File: config.mk
export PLATFORM = sky130hd
export DESIGN_NAME = vdp_cpu_port
export DESIGN_NICKNAME = d
export VERILOG_FILES = /design/src/rtl/vdp_cpu_port.sv
export SDC_FILE = /design/constraint.sdc
export NUM_CORES = 1
export LEC_CHECK = 0
export BUFFER_PORTS_ARGS = -buffer_cell sky130_fd_sc_hd__buf_2
export CAP_MARGIN = 20
export CELL_PAD_IN_SITES_DETAIL_PLACEMENT = 1
export CELL_PAD_IN_SITES_GLOBAL_PLACEMENT = 1
export CORE_ASPECT_RATIO = 0.6
export CORE_MARGIN = 4
export CORE_UTILIZATION = 40
export DETAILED_ROUTE_END_ITERATION = 6
export HOLD_SLACK_MARGIN = 0.05
export PLACE_DENSITY_LB_ADDON = 0.1
export SYNTH_ARGS = -nofsm -noshare
export SYNTH_HDL_FRONTEND = slang
export SYNTH_SLANG_ARGS = --single-unit
File: constraint.sdc
create_clock -name clk -period 2.5 [get_ports clk]
set_input_delay 0.125 -clock clk [delete_from_list [all_inputs] [get_ports clk]]
set_output_delay 0.125 -clock clk [all_outputs]
set_load 0.01 [all_outputs]
File: src/rtl/vdp_cpu_port.sv
// CPU access port of the VDP: decodes Z80 data/control port strobes into VRAM,
// CRAM and register writes, and keeps the auto-incrementing address and read-ahead buffer.
//
// state | meaning
// IDLE  | accepting CPU strobes (cpu_ready=1)
// RD    | prefetch address on vram_a, VRAM read in flight
// CAP   | vram_di valid: capture into rbuf and bump addr
module vdp_cpu_port #(
    parameter bit GG_CRAM = 1'b1
) (
    input  logic        clk,
    input  logic        rst,
    input  logic        cpu_we,
    input  logic        cpu_re,
    input  logic        cpu_port,
    input  logic [7:0]  cpu_di,
    output logic [7:0]  cpu_do,
    output logic        cpu_ready,
    input  logic [7:0]  status_in,
    output logic        status_read,
    output logic [13:0] vram_a,
    output logic        vram_we,
    output logic [7:0]  vram_do,
    input  logic [7:0]  vram_di,
    output logic        cram_we,
    output logic [5:0]  cram_a,
    output logic [11:0] cram_do,
    output logic        reg_we,
    output logic [3:0]  reg_a,
    output logic [7:0]  reg_do
);

    typedef enum logic [1:0] {
        IDLE = 2'd0,
        RD   = 2'd1,
        CAP  = 2'd2
    } state_t;

    state_t      state;
    state_t      state_nxt;

    logic [13:0] addr;
    logic [1:0]  code;
    logic        pending;
    logic [7:0]  rbuf;
    logic [7:0]  cram_lo;
    logic [7:0]  cmd_lo;

    logic        ctrl_wr;
    logic        data_wr;
    logic        ctrl_rd;
    logic        data_rd;
    logic        start_pf;

    assign cpu_ready = (state == IDLE);

    assign ctrl_wr  = cpu_ready & cpu_we & cpu_port;
    assign data_wr  = cpu_ready & cpu_we & ~cpu_port;
    assign ctrl_rd  = cpu_ready & cpu_re & cpu_port;
    assign data_rd  = cpu_ready & cpu_re & ~cpu_port;
    assign start_pf = data_rd | (ctrl_wr & pending & (cpu_di[7:6] == 2'b00));

    assign cpu_do      = cpu_port ? status_in : rbuf;
    assign status_read = ctrl_rd & ~rst;

    always_ff @(posedge clk) begin
        if (rst) begin
            state <= IDLE;
        end else begin
            state <= state_nxt;
        end
    end

    always_comb begin
        state_nxt = state;
        case (state)
            IDLE:    if (start_pf) state_nxt = RD;
            RD:      state_nxt = CAP;
            CAP:     state_nxt = IDLE;
            default: state_nxt = IDLE;
        endcase
    end

    always_ff @(posedge clk) begin
        if (rst) begin
            addr    <= 14'd0;
            code    <= 2'd0;
            pending <= 1'b0;
            rbuf    <= 8'd0;
            cram_lo <= 8'd0;
            cmd_lo  <= 8'd0;
            vram_a  <= 14'd0;
            vram_we <= 1'b0;
            vram_do <= 8'd0;
            cram_we <= 1'b0;
            cram_a  <= 6'd0;
            cram_do <= 12'd0;
            reg_we  <= 1'b0;
            reg_a   <= 4'd0;
            reg_do  <= 8'd0;
        end else begin
            vram_we <= 1'b0;
            cram_we <= 1'b0;
            reg_we  <= 1'b0;

            if (ctrl_wr) begin
                if (!pending) begin
                    addr[7:0] <= cpu_di;
                    cmd_lo    <= cpu_di;
                    pending   <= 1'b1;
                end else begin
                    addr[13:8] <= cpu_di[5:0];
                    code       <= cpu_di[7:6];
                    pending    <= 1'b0;
                    if (cpu_di[7:6] == 2'd2) begin
                        reg_we <= 1'b1;
                        reg_a  <= cpu_di[3:0];
                        reg_do <= cmd_lo;
                    end
                    // Prefetch must use the address being completed by this byte.
                    if (cpu_di[7:6] == 2'd0) begin
                        vram_a <= {cpu_di[5:0], addr[7:0]};
                    end
                end
            end

            if (data_wr) begin
                pending <= 1'b0;
                rbuf    <= cpu_di;
                addr    <= addr + 14'd1;
                if (code != 2'd3) begin
                    vram_we <= 1'b1;
                    vram_a  <= addr;
                    vram_do <= cpu_di;
                end else if (GG_CRAM) begin
                    // GG palette entries are 12-bit words; only the odd byte commits.
                    if (!addr[0]) begin
                        cram_lo <= cpu_di;
                    end else begin
                        cram_we <= 1'b1;
                        cram_a  <= {addr[5:1], 1'b0};
                        cram_do <= {cpu_di[3:0], cram_lo};
                    end
                end else begin
                    cram_we <= 1'b1;
                    cram_a  <= addr[5:0];
                    cram_do <= {4'b0000, cpu_di};
                end
            end

            if (data_rd) begin
                pending <= 1'b0;
                vram_a  <= addr;
            end

            if (ctrl_rd) begin
                pending <= 1'b0;
            end

            if (state == CAP) begin
                rbuf <= vram_di;
                addr <= addr + 14'd1;
            end
        end
    end

endmodule

# Word level (Yosys, flattened, before mapping)

Cells that the tools add are included.

Add/sub/neg operators: 1
$mul: 0
Div/mod/pow operators: 0
Magnitude comparators: 0
Eq/ne operators: 6
Shift operators: 0
Muxes and demuxes: 20
Bitwise operators: 17
Reduce and logical (&&, ||, !) cells: 17

Operator list:

| cell                                                                    | number |
|---|---|
| 14-bit two-way mux                                                      | 9 |
| 8-bit two-way mux                                                       | 4 |
| 14-bit by 1-bit adder with 14-bit output, second input constant         | 1 |
| 2-bit AND reduction                                                     | 5 |
| 1-bit AND                                                               | 9 |
| 3-bit AND reduction                                                     | 3 |
| 1-bit inverter                                                          | 7 |
| 6-bit two-way mux                                                       | 1 |
| 3-bit nonzero test                                                      | 2 |
| 3-bit OR reduction                                                      | 2 |
| 2-bit == test, second input constant                                    | 2 |
| 2-bit zero test                                                         | 2 |
| 1-bit two-way mux                                                       | 4 |
| 2-bit one-hot mux with 2 select lines                                   | 1 |
| 4-bit OR reduction                                                      | 1 |
| 3-bit by 1-bit inequality test with 1-bit output, second input constant | 1 |
| 2-bit by 1-bit == test with 1-bit output, second input constant         | 1 |
| 2-bit two-way mux                                                       | 1 |
| 2-bit by 1-bit inequality test with 1-bit output, second input constant | 1 |
| 2-bit inequality test, second input constant                            | 1 |
| 2-bit nonzero test                                                      | 1 |
| 2-bit OR reduction                                                      | 1 |
| 1-bit OR                                                                | 1 |

Register bits after elaboration: 97
Bits in latches: 0
Bits in writable memories: 0
Bits in read-only memories: 0
Bits of input ports: 29
Word-level logic and storage cells: 78
Memories kept: 0

# Logic depth before layout (Yosys ltp)

Gate-level depths: netlist of the first run.

Word-level depth: 8
Gate-level depth with buffers: 8
Gate-level depth less buffers: 6

# Least setup slack after synthesis of the first run

OpenSTA, ideal clock, no wires.

Path kind: reg2reg
Start: register state[1]
End: register state[0]
Arrival time: 1.813 ns
Required time: 2.400 ns
Path slack: 0.588 ns
Cell stages (with the launch flop): 7
Buffers on the path: 3
Period minus slack after synthesis: 1.912 ns
Cells stage by stage: dfxtp_1 -> or3b_1 -> buf_2 -> or4_1 -> buf_6 -> buf_6 -> a2111oi_4

Word-level cells in the longest chain between the ends: 7
Elaborated cells on any way between the ends: 11
Classes of those cells: eq/ne: 2; mux: 1; bitwise: 7; reduce/logical: 1

RTL lines:

| what                                                              | line   | text |
|---|---|---|
| from (decl)                                                       | 39     | `state_t state;` |
| from (signal assigned)                                            | 70     | `state <= state_nxt;` |
| 2-bit zero test                                                   | 55, 76 |  |
| 1-bit AND (2 in a row)                                            | 57     | `assign ctrl_wr = cpu_ready & cpu_we & cpu_port;` |
| 1-bit AND (2 in a row)                                            | 61     | `assign start_pf = data_rd \| (ctrl_wr & pending & (cpu_di[7:6] == 2'b00));` |
| 1-bit OR                                                          | 61     |  |
| 2-bit by 1-bit inequality test with 1-bit output (no source line) | --     |  |

Parallel ways exist; a longest one is shown, timed or not.
A chain may end at the register's enable or synchronous reset.

# Worst setup path in the final report of the first run

Start: register state[0]
End: register vram_a[8]

Word-level cells in the longest chain between the ends: 7
Elaborated cells on any way between the ends: 10
Classes of those cells: mux: 4; bitwise: 5; reduce/logical: 1

RTL lines:

| what                 | line   | text |
|---|---|---|
| 2-bit zero test *    | 55     | `assign cpu_ready = (state == IDLE);` |
| 1-bit AND            | 57, 58 |  |
| 1-bit AND            | 57     |  |
| 14-bit two-way mux   | 106    | `if (ctrl_wr) begin` |
| 14-bit two-way mux   | 131    | `if (code != 2'd3) begin` |
| 14-bit two-way mux   | 127    | `if (data_wr) begin` |
| 14-bit two-way mux * | 151    | `if (data_rd) begin` |
| to (signal assigned) | 122    | `vram_a <= {cpu_di[5:0], addr[7:0]};` |
| to (signal assigned) | 133    | `vram_a <= addr;` |
| to (signal assigned) | 153    | `vram_a <= addr;` |
| to (decl)            | 21     | `output logic [13:0] vram_a,` |

Every way passes the cells marked *; elsewhere a longest branch is shown, timed or not.

==> results.json, run 1 <==
{
  "hold_class": "primary input to flip-flop",
  "timing.hold.ws_ns": 0.08356,
  "viasPerCell": 5.207,
  "cp-start-kind": "flip-flop",
  "start_util": 0.4155,
  "status": "finished clean",
  "setup_tns_ns": 0,
  "nets": 565,
  "pin_count": 94,
  "path_cells": "or3b_1 -> or4_1 -> buf_4 -> nor2_1 -> a21oi_1 -> a211oi_1",
  "synth_cell_type_count": 44,
  "cts_tree": "done",
  "crit_type": "flip-flop to flip-flop",
  "area_delta_synth_final_pct": 19.87,
  "drv_cap": 0,
  "cts_hold_buffers": 0,
  "syn-mean-instance-area_um2": 9.039,
  "cpLargestDelayFamily": "simple AND/OR/NAND/NOR gates",
  "portBuffers": 92,
  "slowest_delay_ns": 0.49,
  "r2r-end": "vram_a[8]$_SDFF_PP0_",
  "dr.pass1.iters": 4,
  "grt_pass1_wl_mm": 19.78,
  "yosysSeqAreaShare": 0.4680,
  "rows": 28,
  "ctsRootBufferMaster": "clkbuf_16",
  "setup_viol": 0,
  "rsz0062_at_grt": "false",
  "final_util": 0.4981,
  "synth_seq_cells": 97,
  "fin_worst_skew_ns": 0.008232,
  "cp-startpoint": "state[0]$_SDFFE_PP0P_",
  "vias": 3515,
  "fmax_mhz": 471.9,
  "num_antenna_cells": 0,
  "r2r_slack_ns": 0.38,
  "die_w_um": 139.5,
  "crit_required_ns": 2.75,
  "tightest_slew_ns": 0.5665,
  "syn-cell-area_um2": 4149,
  "post-cts-setup-buffers": 0,
  "cts.repair.resized": 0,
  "wl_mm": 12.05,
  "drt_iter0_markers": 195,
  "final_cell_mix": "97 x dfxtp_1, 92 x buf_2, 90 x nor2_1",
  "slowest_stage": "or4_1",
  "die_h_um": 86.89,
  "clk_pin_slew_ns": 0.06,
  "route.detailed.drc": 0,
  "synth.net_count": 489,
  "crit_arrival_ns": 2.37,
  "power_uw": 3276,
  "dp.cells": 659,
  "cp-endpoint": "vram_a[8]$_SDFF_PP0_",
  "numCtsBuffers": 9,
  "netlist_instances": 459,
  "grt_use_total": 0.2076,
  "p_per_area_nw_per_um2": 658.6,
  "htree_levels": 3,
  "core-area_um2": 9985,
  "wl_per_cell_um": 17.85,
  "dp_hpwl_mm": 8.570,
  "path_depth": 6,
  "grt_max_degree": 51,
  "rr_worst_depth": 6,
  "globalplace.congestion": 0.8153,
  "antenna_found_initial": 0,
  "dieArea_um2": 12120,
  "grt_pass1_vias": 3621,
  "cp.buffers_inverters": 1,
  "drtAntennaViolNets": 0,
  "end_kind": "flip-flop",
  "layout-drive-gt1-share": 0.2481,
  "period_needed_ns": 2.119,
  "slew_headroom": 0.6212,
  "cp_max_fo": 17,
  "period_share": 0.8477,
  "leakage_uw": 0.002239,
  "synth_warnings": 0,
  "final_common_cell": "dfxtp_1",
  "hold_viol": 0,
  "clockBufferDepth": 2,
  "overflow": 0,
  "numClockSinks": 97,
  "final_cells": 675,
  "maxSlewViolCount": 0,
  "irDropWorstVdd_v": 0.0004213,
  "reg2reg_from": "state[0]$_SDFFE_PP0P_",
  "clkLatencyLatePin_ns": 0.34
}
==> metal layers <==
metal	vias up	GRT usage	wire [um]
met5	-	0	0
li1	1729	-	-
met4	0	0.05595	75
met2	96	0.3199	5197
met1	1683	0.2895	5984
met3	7	0.05650	792
==> sequential cells by signal, summed over array words and instances (netlist names), 2 cells and up <==
register and cells:
reg_do 8, vram_do 8, cmd_lo 8, cram_a 5, code 2, vram_a 14
addr 14, rbuf 8, cram_lo 8, reg_a 4, state 2, cram_do 12
==> area by class of cell <==
| class | count | area [um^2] |
|---|---|---|
| Sequential cell | 97 | 1942 |
| Tap cell | 135 | 168.9 |
| Timing Repair Buffer | 105 | 558.0 |
| Clock buffer | 12 | 236.5 |
| Clock inverter | 4 | 30.03 |
| Inverter | 11 | 41.29 |
| Fill cell | 1196 | 5011 |
| Multi-Input combinational cell | 311 | 1997 |
==> power by group <==
part / leakage [uW] / internal [uW] / switching, uW / total [uW]
Sequential: 0.000789 / 1600 / 51.9 / 1650
Clock: 0.000127 / 678 / 583 / 1260
Combinational: 0.00132 / 143 / 219 / 362
==> stage by stage <==
step | cell area [um^2] | worst slack (ns)
floorplan | 4149 | 0.5879
global route | 4974 | 0.2349
global placement | 4707 | 0.4933
detailed placement | 4707 | 0.4099
CTS | 4974 | 0.3675
finish | 4974 | 0.3808
==> worst min-delay path by stage <==
stage | from | cells past startpoint | to | slack [ns]
final | vram_di[0] | 3 | rbuf[0]$_SDFFE_PP0P_ | 0.08
after global routing | vram_di[0] | 3 | rbuf[0]$_SDFFE_PP0P_ | 0.07
after CTS | vram_di[0] | 3 | rbuf[0]$_SDFFE_PP0P_ | 0.07
after detailed placement | vram_di[0] | 3 | rbuf[0]$_SDFFE_PP0P_ | 0.42
after global placement | vram_di[0] | 3 | rbuf[0]$_SDFFE_PP0P_ | 0.41
after floorplan | cpu_di[4] | 2 | cmd_lo[4]$_SDFFE_PP0P_ | 0.27
==> tightest hold or removal path, stage by stage <==
cell and delay (ns):
buf_2 0.08, a211oi_1 0.05, nor3_1 0.12
==> kinds of logic (layout without fill, tap and decap cells) <==
kind of cell,Yosys count,in the layout,share of synthesized area
AO/OA/AOI/OAI,76,76,0.1258
adder cells (fa/ha/maj),1,1,0.003015
buffers and inverters,51,132,0.05277
flip-flops,97,97,0.4680
multiplexers,70,70,0.1713
other,1,1,0.0009038
AND/OR/NAND/NOR,163,163,0.1782
==> synthesized netlist by cell type (all sizes together) <==
library cell,count,area share
a211oi,15,0.027
nand3b,2,0.0036
nand4,3,0.0045
nor3b,1,0.0018
nor2,90,0.081
nand2,27,0.025
nor3,5,0.0060
buf,12,0.017
a21oi,32,0.039
nand2b,3,0.0045
or2,3,0.0045
o31a,5,0.011
nor4,3,0.0097
mux2,8,0.022
a2111oi,2,0.0087
a221oi,1,0.0021
clkbuf,28,0.025
o32ai,6,0.013
or3b,1,0.0021
ha,1,0.0030
dfxtp,97,0.47
o21ba,1,0.0024
a2bb2oi,1,0.0021
a31oi,1,0.0015
nor2b,3,0.0045
a21boi,1,0.0018
a21o,6,0.011
or3,4,0.0060
nor4b,1,0.0021
inv,11,0.010
or4,1,0.0018
o21ai,3,0.0036
mux2i,62,0.15
and4b,1,0.0024
nand3,15,0.018
conb,1,0.00090
o21bai,2,0.0036
(Power assumes the default switching activity.)
==> inputs of run 2 (changes only) <==
--- a/config.mk
+++ b/config.mk
@@ -5,13 +5,14 @@
 export SDC_FILE = /design/constraint.sdc
 export NUM_CORES = 1
 export LEC_CHECK = 0
+export ABC_AREA = 1
 export BUFFER_PORTS_ARGS = -buffer_cell sky130_fd_sc_hd__buf_2
 export CAP_MARGIN = 20
 export CELL_PAD_IN_SITES_DETAIL_PLACEMENT = 1
 export CELL_PAD_IN_SITES_GLOBAL_PLACEMENT = 1
 export CORE_ASPECT_RATIO = 0.6
 export CORE_MARGIN = 4
-export CORE_UTILIZATION = 40
+export CORE_UTILIZATION = 35
 export DETAILED_ROUTE_END_ITERATION = 6
 export HOLD_SLACK_MARGIN = 0.05
 export PLACE_DENSITY_LB_ADDON = 0.1
==> constraint.sdc (replaced) <==
create_clock -name clk -period 1.87 [get_ports clk]
set_input_delay 0.0935 -clock clk [delete_from_list [all_inputs] [get_ports clk]]
set_output_delay 0.0935 -clock clk [all_outputs]
set_load 0.01 [all_outputs]
==> run 2 against run 1 <==
Compared with the run above:
- flip-flop and latch count stayed put
- clock skew is 0.0040 ns lower
- critical path depth is 2 higher
- global-route usage is 0.83 points lower
- largest cell class unchanged
- synthesized cell count is 27% higher
- register-to-register slack worse by 0.16 ns
==> results.json, run 2 <==
{
  "maxSlewViolCount": 0,
  "viasPerCell": 4.989,
  "synth_most_common_cell": "nor2_1",
  "antenna_found_initial": 0,
  "r2r_slack_ns": 0.22,
  "area_delta_synth_final_pct": 21.84,
  "die_h_um": 93.08,
  "cts.repair.resized": 0,
  "place_ws_ns": 0.2258,
  "layout-drive-gt1-share": 0.2059,
  "synth_top_area_cell": "dfxtp_1",
  "yosysTopAreaCellShare": 0.4599,
  "die_w_um": 149.8,
  "period_needed_ns": 1.649,
  "power.share.switching": 0.2761,
  "route.detailed.drc": 0,
  "irDropWorstVdd_v": 0.0004209,
  "grt_use_total": 0.1993,
  "yosys_most_used_dff": "dfxtp_1",
  "hold_viol": 0,
  "num_antenna_cells": 0,
  "slew_headroom": 0.6482,
  "status": "finished clean",
  "numClockSinks": 97,
  "route.met3.wl_um": 657,
  "pin_count": 94,
  "vias": 4191,
  "synthTopCellsByCount": "120 x nor2_1, 106 x nand2_1, 97 x dfxtp_1, 58 x o21ai_0, 52 x a21oi_1",
  "setup_tns_ns": 0,
  "dp_hpwl_mm": 9.881,
  "end_kind": "flip-flop",
  "clkLatencyLatePin_ns": 0.34,
  "grt_pass1_vias": 4249,
  "crit_required_ns": 2.08,
  "switching_power_uw": 1259,
  "grt_max_degree": 49,
  "p_int_uw": 3301,
  "grt_pass1_wl_mm": 22.14,
  "netlist_instances": 584,
  "numCtsBuffers": 9,
  "wl_mm": 13.51,
  "final_cell_mix": "120 x nor2_1, 106 x nand2_1, 97 x dfxtp_1",
  "drv_cap": 0,
  "power_uw": 4560,
  "reg_top3": "addr (14), vram_a (14), cram_do (12)",
  "synth_seq_cells": 97,
  "portBuffers": 92,
  "start_util": 0.3664,
  "dieArea_um2": 13940,
  "async_flop_share": 0,
  "rows": 30,
  "cp-startpoint": "addr[0]$_SDFFE_PP0P_",
  "synth_edf_count": 0,
  "synth_cell_type_count": 31,
  "clockPowerShare": 0.386,
  "nets": 705,
  "hp-start": "vram_di[0]",
  "drt_iter0_markers": 215,
  "tightest_slew_ns": 0.5259,
  "synth_area_leaders": "dfxtp_1 46%, nor2_1 11%, nand2_1 9.4%",
  "reg2reg_from": "addr[0]$_SDFFE_PP0P_",
  "share_seq_of_total_power": 0.487,
  "routed.top_layer": "met4",
  "synth.net_count": 614,
  "syn-mean-instance-area_um2": 7.231,
  "dr.pass1.iters": 4,
  "core-area_um2": 11520,
  "hold_class": "primary input to flip-flop",
  "rsz0062_at_grt": "false",
  "clk_pin_slew_ns": 0.07,
  "crit_type": "flip-flop to flip-flop",
  "globalplace.congestion": 0.8492,
  "cp_max_fo": 6,
  "drtAntennaViolNets": 0,
  "fmax_mhz": 606.6,
  "setup_viol": 0,
  "syn-cell-area_um2": 4223,
  "leakage_uw": 0.002369,
  "crit_arrival_ns": 1.86,
  "yosysSeqAreaShare": 0.4599,
  "wl_per_cell_um": 16.09,
  "drt-met1-wl_mm": 6.866,
  "ctsRootBufferMaster": "clkbuf_16",
  "synth_warnings": 0,
  "overflow": 0,
  "period_share": 0.8816,
  "fin_worst_skew_ns": 0.004282,
  "post-cts-setup-buffers": 0,
  "clockBufferDepth": 2,
  "timing.hold.ws_ns": 0.06375,
  "final_util": 0.4465,
  "cts_tree": "done",
  "p_per_area_nw_per_um2": 886.2,
  "final_common_cell": "nor2_1",
  "cp-start-kind": "flip-flop",
  "met2_length_mm": 5.855,
  "p_comb_frac": 0.126,
  "setup_slack_ns": 0.2215,
  "htree_levels": 3
}
## run 2: changes by cell type after synthesis, moves of 21 or more
cell / before / now
inv_1: 11 / 36
nand2_1: 26 / 106
mux2i_1: 62 / 0
nor2_1: 90 / 120
o21ai_0: 3 / 58
nand3_1: 15 / 36
## run 2: worst paths after layout
check                           cells past startpoint                     to
worst max-delay path                                8  addr[10]$_SDFFE_PP0P_
worst min-delay path                                3   rbuf[0]$_SDFFE_PP0P_
worst max register to register                      8  addr[10]$_SDFFE_PP0P_
worst min register to register                      2   code[0]$_SDFFE_PP0N_
## run 2: cells by family after synthesis
family | after synthesis | synth area share
XOR/XNOR | 1 | 0.002074
buffers and inverters | 71 | 0.07882
other | 1 | 0.0008880
adder cells (fa/ha/maj) | 1 | 0.002962
AND/OR/NAND/NOR | 290 | 0.3055
flip-flops | 97 | 0.4599
AO/OA/AOI/OAI | 123 | 0.1499
## run 2: what timing repair did
action | 4_1_cts | 5_1_grt
hold buffers | 7 | 0
setup endpoints to repair | 0 | 0
hold endpoints to repair | 7 | 0
## run 2: cell type report
class                      instances  area (um^2)
sequential                        97         1942
clock inverter                     5        37.54
clock buffer                      11        242.7
timing repair buffer             108        610.6
tap                              160        200.2
fill                            1497         6379
multi-input combinational        416         1948
inverter                          43        163.9
## run 2: layer usage
layer | vias to the layer above | track usage
met5 | - | 0
met2 | 99 | 0.3014
met4 | 0 | 0.04718
met1 | 2010 | 0.2839
met3 | 9 | 0.05182
li1 | 2073 | -
## run 2: through the flow
stage          area [um^2]  std cells
4_1_cts               5145        840
6_report              5145        840
5_1_grt               5145        840
3_3_place_gp          4795        817
2_1_floorplan         4223        584
3_5_place_dp          4795        817
## run 2: worst max-delay path, cell delays in order (launching register included)
cell      delay [ns]
dfxtp_1         0.47
ha_1            0.25
nand2_1         0.08
nor2_1          0.26
nand2_1         0.12
o21bai_1        0.14
nand3_1         0.08
nand2_1         0.06
a21oi_1         0.06
## run 2: power groups by stage
| stage | clock [uW] | combinational (uW) | sequential (uW) |
|---|---|---|---|
| global route | 1910 | 647 | 2230 |
| global placement | 0 | 551 | 2260 |
| detailed placement | 0 | 564 | 2270 |
| finish | 1760 | 576 | 2220 |
| floorplan | 0 | 339 | 2270 |
| CTS | 1830 | 578 | 2220 |
